--- src/rtl/port_uart_pkg.sv ---
// Shared state encoding and port bit positions for the port-mapped UART transmitter.
package port_uart_pkg;

  typedef enum logic [1:0] {
    IDLE,
    START,
    DATA,
    STOP
  } tx_state_e;

  localparam int CTRL_TOG = 0;
  localparam int CTRL_CLR = 1;
  localparam int CTRL_EN  = 7;

  localparam int STAT_FULL  = 0;
  localparam int STAT_EMPTY = 1;
  localparam int STAT_BUSY  = 2;
  localparam int STAT_OVF   = 3;
  localparam int STAT_ECHO  = 4;

endpackage

--- src/rtl/port_fifo.sv ---
// Small synchronous FIFO with push, pop and flush; flush wins over both.
module port_fifo #(
  parameter int DEPTH = 4,
  parameter int DW    = 8
) (
  input  logic                   clk,
  input  logic                   reset,
  input  logic                   push,
  input  logic                   pop,
  input  logic                   flush,
  input  logic [DW-1:0]          din,
  output logic [DW-1:0]          dout,
  output logic [$clog2(DEPTH):0] count,
  output logic                   full,
  output logic                   empty
);

  localparam int AW = $clog2(DEPTH);

  logic [DW-1:0] mem [DEPTH];
  logic [AW-1:0] wr_ptr;
  logic [AW-1:0] rd_ptr;
  logic          do_push;
  logic          do_pop;

  // A push into a full FIFO only succeeds when a pop frees a slot on the same edge.
  assign do_push = push && !flush && (!full || pop);
  assign do_pop  = pop && !flush && !empty;

  always_ff @(posedge clk or negedge reset) begin
    if (!reset) begin
      wr_ptr <= '0;
      rd_ptr <= '0;
      count  <= '0;
    end else if (flush) begin
      wr_ptr <= '0;
      rd_ptr <= '0;
      count  <= '0;
    end else begin
      if (do_push) wr_ptr <= wr_ptr + 1'b1;
      if (do_pop)  rd_ptr <= rd_ptr + 1'b1;
      if (do_push && !do_pop)      count <= count + 1'b1;
      else if (do_pop && !do_push) count <= count - 1'b1;
    end
  end

  always_ff @(posedge clk) begin
    if (do_push) mem[wr_ptr] <= din;
  end

  assign dout  = mem[rd_ptr];
  assign full  = (count == (AW + 1)'(DEPTH));
  assign empty = (count == '0);

endmodule

--- src/rtl/port_uart_tx.sv ---
// CPU-port driven 8N1 UART transmitter: TOG edges queue bytes, CLR rising edge flushes,
// EN gates the start of new frames. Status is decoded from registered state only.
module port_uart_tx
  import port_uart_pkg::*;
#(
  parameter int CLK_DIV    = 16,
  parameter int FIFO_DEPTH = 4
) (
  input  logic       clk,
  input  logic       reset,
  input  logic [7:0] out_p0,
  input  logic [7:0] out_p1,
  output logic [7:0] in_p0,
  output logic [7:0] in_p1,
  output logic       tx
);

  localparam int BW = $clog2(CLK_DIV);
  localparam int CW = $clog2(FIFO_DEPTH) + 1;
  localparam logic [BW-1:0] BAUD_MAX = BW'(CLK_DIV - 1);

  tx_state_e     state, state_d;
  logic [BW-1:0] bcnt, bcnt_d;
  logic [2:0]    bidx, bidx_d;
  logic [7:0]    sh, sh_d;
  logic          tx_d;
  logic          tog_q, clr_q, primed, ovf;
  logic          en, push_req, flush, pop;
  logic [7:0]    fifo_dout;
  logic [CW-1:0] fifo_count;
  logic          fifo_full, fifo_empty;
  logic          unused_ctrl;

  assign en          = out_p1[CTRL_EN];
  assign push_req    = primed && (out_p1[CTRL_TOG] != tog_q);
  assign flush       = primed && out_p1[CTRL_CLR] && !clr_q;
  assign unused_ctrl = ^out_p1[6:2];

  port_fifo #(
    .DEPTH(FIFO_DEPTH),
    .DW   (8)
  ) u_fifo (
    .clk  (clk),
    .reset(reset),
    .push (push_req),
    .pop  (pop),
    .flush(flush),
    .din  (out_p0),
    .dout (fifo_dout),
    .count(fifo_count),
    .full (fifo_full),
    .empty(fifo_empty)
  );

  // The first edge after reset only captures TOG/CLR so stale levels are not taken as edges.
  always_ff @(posedge clk or negedge reset) begin
    if (!reset) begin
      tog_q  <= 1'b0;
      clr_q  <= 1'b0;
      primed <= 1'b0;
      ovf    <= 1'b0;
    end else begin
      tog_q  <= out_p1[CTRL_TOG];
      clr_q  <= out_p1[CTRL_CLR];
      primed <= 1'b1;
      if (flush)                                ovf <= 1'b0;
      else if (push_req && fifo_full && !pop)   ovf <= 1'b1;
    end
  end

  always_ff @(posedge clk or negedge reset) begin
    if (!reset) begin
      state <= IDLE;
      bcnt  <= '0;
      bidx  <= '0;
      sh    <= '0;
      tx    <= 1'b1;
    end else begin
      state <= state_d;
      bcnt  <= bcnt_d;
      bidx  <= bidx_d;
      sh    <= sh_d;
      tx    <= tx_d;
    end
  end

  always_comb begin
    state_d = state;
    bcnt_d  = (bcnt == '0) ? bcnt : bcnt - 1'b1;
    bidx_d  = bidx;
    sh_d    = sh;
    tx_d    = tx;
    pop     = 1'b0;
    unique case (state)
      IDLE: begin
        tx_d = 1'b1;
        if (en && !fifo_empty) begin
          pop     = 1'b1;
          sh_d    = fifo_dout;
          tx_d    = 1'b0;
          bcnt_d  = BAUD_MAX;
          state_d = START;
        end
      end
      START: begin
        if (bcnt == '0) begin
          tx_d    = sh[0];
          bidx_d  = '0;
          bcnt_d  = BAUD_MAX;
          state_d = DATA;
        end
      end
      DATA: begin
        if (bcnt == '0) begin
          bcnt_d = BAUD_MAX;
          if (bidx == 3'd7) begin
            tx_d    = 1'b1;
            state_d = STOP;
          end else begin
            sh_d   = {1'b0, sh[7:1]};
            tx_d   = sh[1];
            bidx_d = bidx + 1'b1;
          end
        end
      end
      STOP: begin
        // Chaining straight into the next START keeps back-to-back frames gap-free.
        if (bcnt == '0) begin
          if (en && !fifo_empty) begin
            pop     = 1'b1;
            sh_d    = fifo_dout;
            tx_d    = 1'b0;
            bcnt_d  = BAUD_MAX;
            state_d = START;
          end else begin
            state_d = IDLE;
          end
        end
      end
      default: state_d = IDLE;
    endcase
  end

  assign in_p0 = 8'(fifo_count);

  always_comb begin
    in_p1             = '0;
    in_p1[STAT_FULL]  = fifo_full;
    in_p1[STAT_EMPTY] = fifo_empty;
    in_p1[STAT_BUSY]  = (state != IDLE);
    in_p1[STAT_OVF]   = ovf;
    in_p1[STAT_ECHO]  = tog_q;
  end

endmodule

--- config.mk ---
export PLATFORM = sky130hd
export DESIGN_NAME = port_uart_tx
export DESIGN_NICKNAME = d
export VERILOG_FILES = /design/src/rtl/port_uart_pkg.sv /design/src/rtl/port_fifo.sv /design/src/rtl/port_uart_tx.sv
export SDC_FILE = /design/constraint.sdc
export NUM_CORES = 1
export LEC_CHECK = 0
export CAP_MARGIN = 5
export CORE_MARGIN = 3
export CORE_UTILIZATION = 50
export CTS_CLUSTER_DIAMETER = 40
export DETAILED_ROUTE_END_ITERATION = 10
export GPL_TIMING_DRIVEN = 0
export HOLD_SLACK_MARGIN = 0.12
export PLACE_DENSITY = 0.86
export SETUP_SLACK_MARGIN = 0.05
export SLEW_MARGIN = 20
export SYNTH_ARGS = -nofsm -noshare
export SYNTH_HDL_FRONTEND = slang
export SYNTH_SLANG_ARGS = --single-unit
--- constraint.sdc ---
create_clock -name clk -period 2.2 [get_ports clk]
set_input_delay 0.33 -clock clk [delete_from_list [all_inputs] [get_ports clk]]
set_output_delay 0.33 -clock clk [all_outputs]
set_load 0.01 [all_outputs]
==> results.json <==
{
  "outcome": "complete, but fails checks",
  "failing_checks": "setup timing",
  "slew_headroom": 0.550,
  "vias": 2023,
  "largest_net_degree_at_the_start_of_global_routing": 30,
  "setup_violations_final": 35,
  "drt-pass1-iter-count": 4,
  "yosysSeqAreaShare": 0.552,
  "die_y_um": 84.2,
  "cts-root-buf": "sky130_fd_sc_hd__clkbuf_8",
  "worst_slew_pin_slew_ns": 0.676,
  "via_per_inst": 5.34,
  "post_drt_wl_per_cell_um": 15.4,
  "rsz0062_at_grt": "yes",
  "chipWidth_um": 84.2,
  "hold_path.class": "primary input to register",
  "final.min_clock_period_ns": 2.37,
  "netlist_area_before_placement_sq_um": 3060,
  "finish.net_count": 335,
  "fp.dieArea_sq_um": 7090,
  "share_of_synthesized_flip_flops_with_an_asynchronous_set_or_reset": 0.475,
  "hold_violations": 0,
  "antenna_found_initial": 0,
  "route.antenna.remaining_nets": 0,
  "synth_cell_types": 52,
  "netlist_top_cells_area": "sky130_fd_sc_hd__edfxtp_1 (31%), sky130_fd_sc_hd__dfrtp_1 (23%), sky130_fd_sc_hd__mux4_2 (5.9%), sky130_fd_sc_hd__ha_1 (5.7%), sky130_fd_sc_hd__mux2i_1 (2.9%)",
  "worst_ep_arrival_time_ns": 2.59,
  "timing.setup.critical_path_class": "register to register",
  "yosys_warnings": 0,
  "remaining_drc_errors": 0,
  "cts_sinks": 61,
  "insertedDiodeCount": 0,
  "numPortBuffers": 21,
  "timing.final.crit_share": 1.08,
  "grt_pass1_wl_um": 9530,
  "placeableCoreArea_sq_um": 5710,
  "post-route-worst-setup-slack_ns": -0.174,
  "total_power_uw": 2950,
  "route.final.wire_length_um": 5840,
  "yosys.area.top_type": "sky130_fd_sc_hd__edfxtp_1",
  "cts_buffers": 9,
  "post_synth_edffs": 32,
  "gr-total-overflow": 0,
  "gp_congestion": 0.799,
  "post_layout_nonfiller_instances": 379,
  "num_io_pins": 35,
  "final-max-slew-violation-count": 0,
  "hpwl_um": 3820,
  "critical_path.startpoint_type": "register",
  "layout-drive-gt1-share": 0.316,
  "pre_cts_ws_ns": -0.362,
  "drv_cap": 0,
  "initial_core_util": 0.536,
  "clk_pin_slew_ns": 0.07,
  "postSynth.topFlopCell": "sky130_fd_sc_hd__edfxtp_1",
  "achievable-frequency_mhz": 421,
  "h-tree-depth": 3,
  "std_cell_rows": 27,
  "synth-seq-cells": 61,
  "final.hold.worst_slack_ns": 0.447,
  "first_global_vias": 1979,
  "track_usage": 0.172,
  "detailedRoute.firstIterationViolations": 108,
  "yosys_top_cell_area_share": 0.314,
  "cp.required_ns": 2.41,
  "tritoncts": "built",
  "power_density_cells_nw_per_um2": 764,
  "worst_setup_path_end_kind": "register",
  "critical_path_peak_fanout": 6,
  "power_leakage_uw": 0.00152,
  "numPlacedInstances": 342,
  "peakVddDrop_mv": 0.700,
  "syn_area_per_cell_sq_um": 12.6,
  "area_delta_synth_final_pct": 26.4,
  "clkLatencyLatePin_ns": 0.34,
  "skew_ns": 0.00703,
  "synthesis.instances": 242,
  "cts_max_path_buffers": 2
}
==> report_power, final <==
group | switching (uW) | total, uW | internal (uW)
clock network | 470 | 998 | 528
logic | 271 | 577 | 306
registers | 74.0 | 1380 | 1300
==> logic make-up after synthesis <==
group,after synthesis,share of synthesized area
flops,61,0.552
simple gates,61,0.110
compound gates,49,0.113
mux,17,0.0884
buf+inv,33,0.0589
fa+ha+maj,15,0.0638
other cells,2,0.00246
xor+xnor,4,0.0115
==> worst paths after layout <==
| kind | cells past startpoint | startpoint | slack [ns] | to |
|---|---|---|---|---|
| min reg2reg | 2 | sh[5] | 0.52 | sh[5] |
| max reg2reg | 9 | state[0] | -0.17 | u_fifo.count[2] |
| min | 1 | out_p1[1] | 0.45 | clr_q |
| max | 9 | state[0] | -0.17 | u_fifo.count[2] |
| min in group asynchronous | 2 | reset | 0.56 | bcnt[1] |
| max in group asynchronous | 2 | reset | 1.20 | sh[7] |
==> per-stage QoR <==
step           instance area (sq um)  setup TNS, ns   util
2_1_floorplan                   3160        -0.0389      -
3_3_place_gp                    3460          -3.35  0.606
3_5_place_dp                    3460          -4.27  0.605
4_1_cts                         3760          -2.85  0.658
5_1_grt                         3860          -6.32  0.677
6_report                        3860          -3.14  0.677
==> cells in the final DEF (no fill, tap or decap), types with 3 or more instances in the layout <==
cell,instances
sky130_fd_sc_hd__mux2i_1,9
sky130_fd_sc_hd__buf_2,3
sky130_fd_sc_hd__and2_2,4
sky130_fd_sc_hd__a21oi_1,13
sky130_fd_sc_hd__a21oi_2,3
sky130_fd_sc_hd__inv_1,8
sky130_fd_sc_hd__ha_1,11
sky130_fd_sc_hd__xor2_1,3
sky130_fd_sc_hd__inv_2,4
sky130_fd_sc_hd__nand2_1,12
sky130_fd_sc_hd__edfxtp_1,32
sky130_fd_sc_hd__o22a_1,3
sky130_fd_sc_hd__buf_4,31
sky130_fd_sc_hd__nor2_1,17
sky130_fd_sc_hd__buf_6,3
sky130_fd_sc_hd__clkbuf_8,9
sky130_fd_sc_hd__conb_1,9
sky130_fd_sc_hd__clkdlybuf4s50_1,20
sky130_fd_sc_hd__nor3_1,5
sky130_fd_sc_hd__a22oi_1,3
sky130_fd_sc_hd__mux4_2,8
sky130_fd_sc_hd__o21ai_0,9
sky130_fd_sc_hd__dfrtp_1,28
==> layout make-up <==
type	instances	area, sq um
Buffer	20	139
Clock buffer	9	124
Clock inverter	7	73.8
Fill cell	367	1840
Inverter	13	51.3
Multi-Input combinational cell	155	1330
Sequential cell	61	1690
Tap cell	72	90.1
Timing Repair Buffer	42	369
==> flip-flops by register name, summed over array words and instances (netlist names) <==
register and count:
u_fifo.count 3, u_fifo.wr_ptr 2, u_fifo.mem 32, bidx 3, tx 1, u_fifo.rd_ptr 2, tog_q 1, primed 1
bcnt 4, state 2, ovf 1, sh 8, clr_q 1
==> worst max-delay path, stage by stage, from the launching register on <==
cell and delay, ns:
sky130_fd_sc_hd__dfrtp_1 0.43, sky130_fd_sc_hd__ha_2 0.21, sky130_fd_sc_hd__buf_6 0.13, sky130_fd_sc_hd__and4bb_2 0.26, sky130_fd_sc_hd__o211a_4 0.25, sky130_fd_sc_hd__nor3_4 0.20, sky130_fd_sc_hd__fa_2 0.25, sky130_fd_sc_hd__nor4b_4 0.25
sky130_fd_sc_hd__o21ai_1 0.11, sky130_fd_sc_hd__nor3b_1 0.14
==> layer usage <==
metal	share of wire	vias to the layer above	GRT usage	wire, um
met4	0.027	0	0.0921	158
met3	0.040	14	0.0334	233
met5	0	-	0	0
met2	0.50	47	0.275	2930
met1	0.43	977	0.221	2510
li1	-	985	-	-
==> cell usage after synthesis (2+ instances only) <==
cell type                  instances
sky130_fd_sc_hd__buf_2             2
sky130_fd_sc_hd__nand3b_1          2
sky130_fd_sc_hd__o31ai_1           3
sky130_fd_sc_hd__edfxtp_1         32
sky130_fd_sc_hd__nor2_1           18
sky130_fd_sc_hd__inv_1            13
sky130_fd_sc_hd__clkbuf_1          3
sky130_fd_sc_hd__o211a_1           2
sky130_fd_sc_hd__nor3b_1           4
sky130_fd_sc_hd__a21oi_2           3
sky130_fd_sc_hd__nand2_1          12
sky130_fd_sc_hd__xor2_1            3
sky130_fd_sc_hd__mux4_2            8
sky130_fd_sc_hd__and2_1            5
sky130_fd_sc_hd__ha_1             14
sky130_fd_sc_hd__a21oi_1          13
sky130_fd_sc_hd__nor3_1            6
sky130_fd_sc_hd__o21ai_0          11
sky130_fd_sc_hd__nand3_1           2
sky130_fd_sc_hd__o22a_1            3
sky130_fd_sc_hd__dfrtp_1          28
sky130_fd_sc_hd__conb_1            2
sky130_fd_sc_hd__buf_4            12
sky130_fd_sc_hd__a22oi_1           3
sky130_fd_sc_hd__mux2i_1           9
sky130_fd_sc_hd__nor4b_1           2
sky130_fd_sc_hd__nor2b_1           2
==> timing repair <==
item | in CTS | in global routing
setup endpoints to repair | 44 | 45
gates resized for setup | 7 | 13
pin swaps | 6 | 12
cloned | 0 | 1
endpoints found under the hold margin | 28 | 0
hold buffers | 1 | 0
buffers inserted | 10 | 9
No activity file was read; power rests on OpenSTA's default activity.
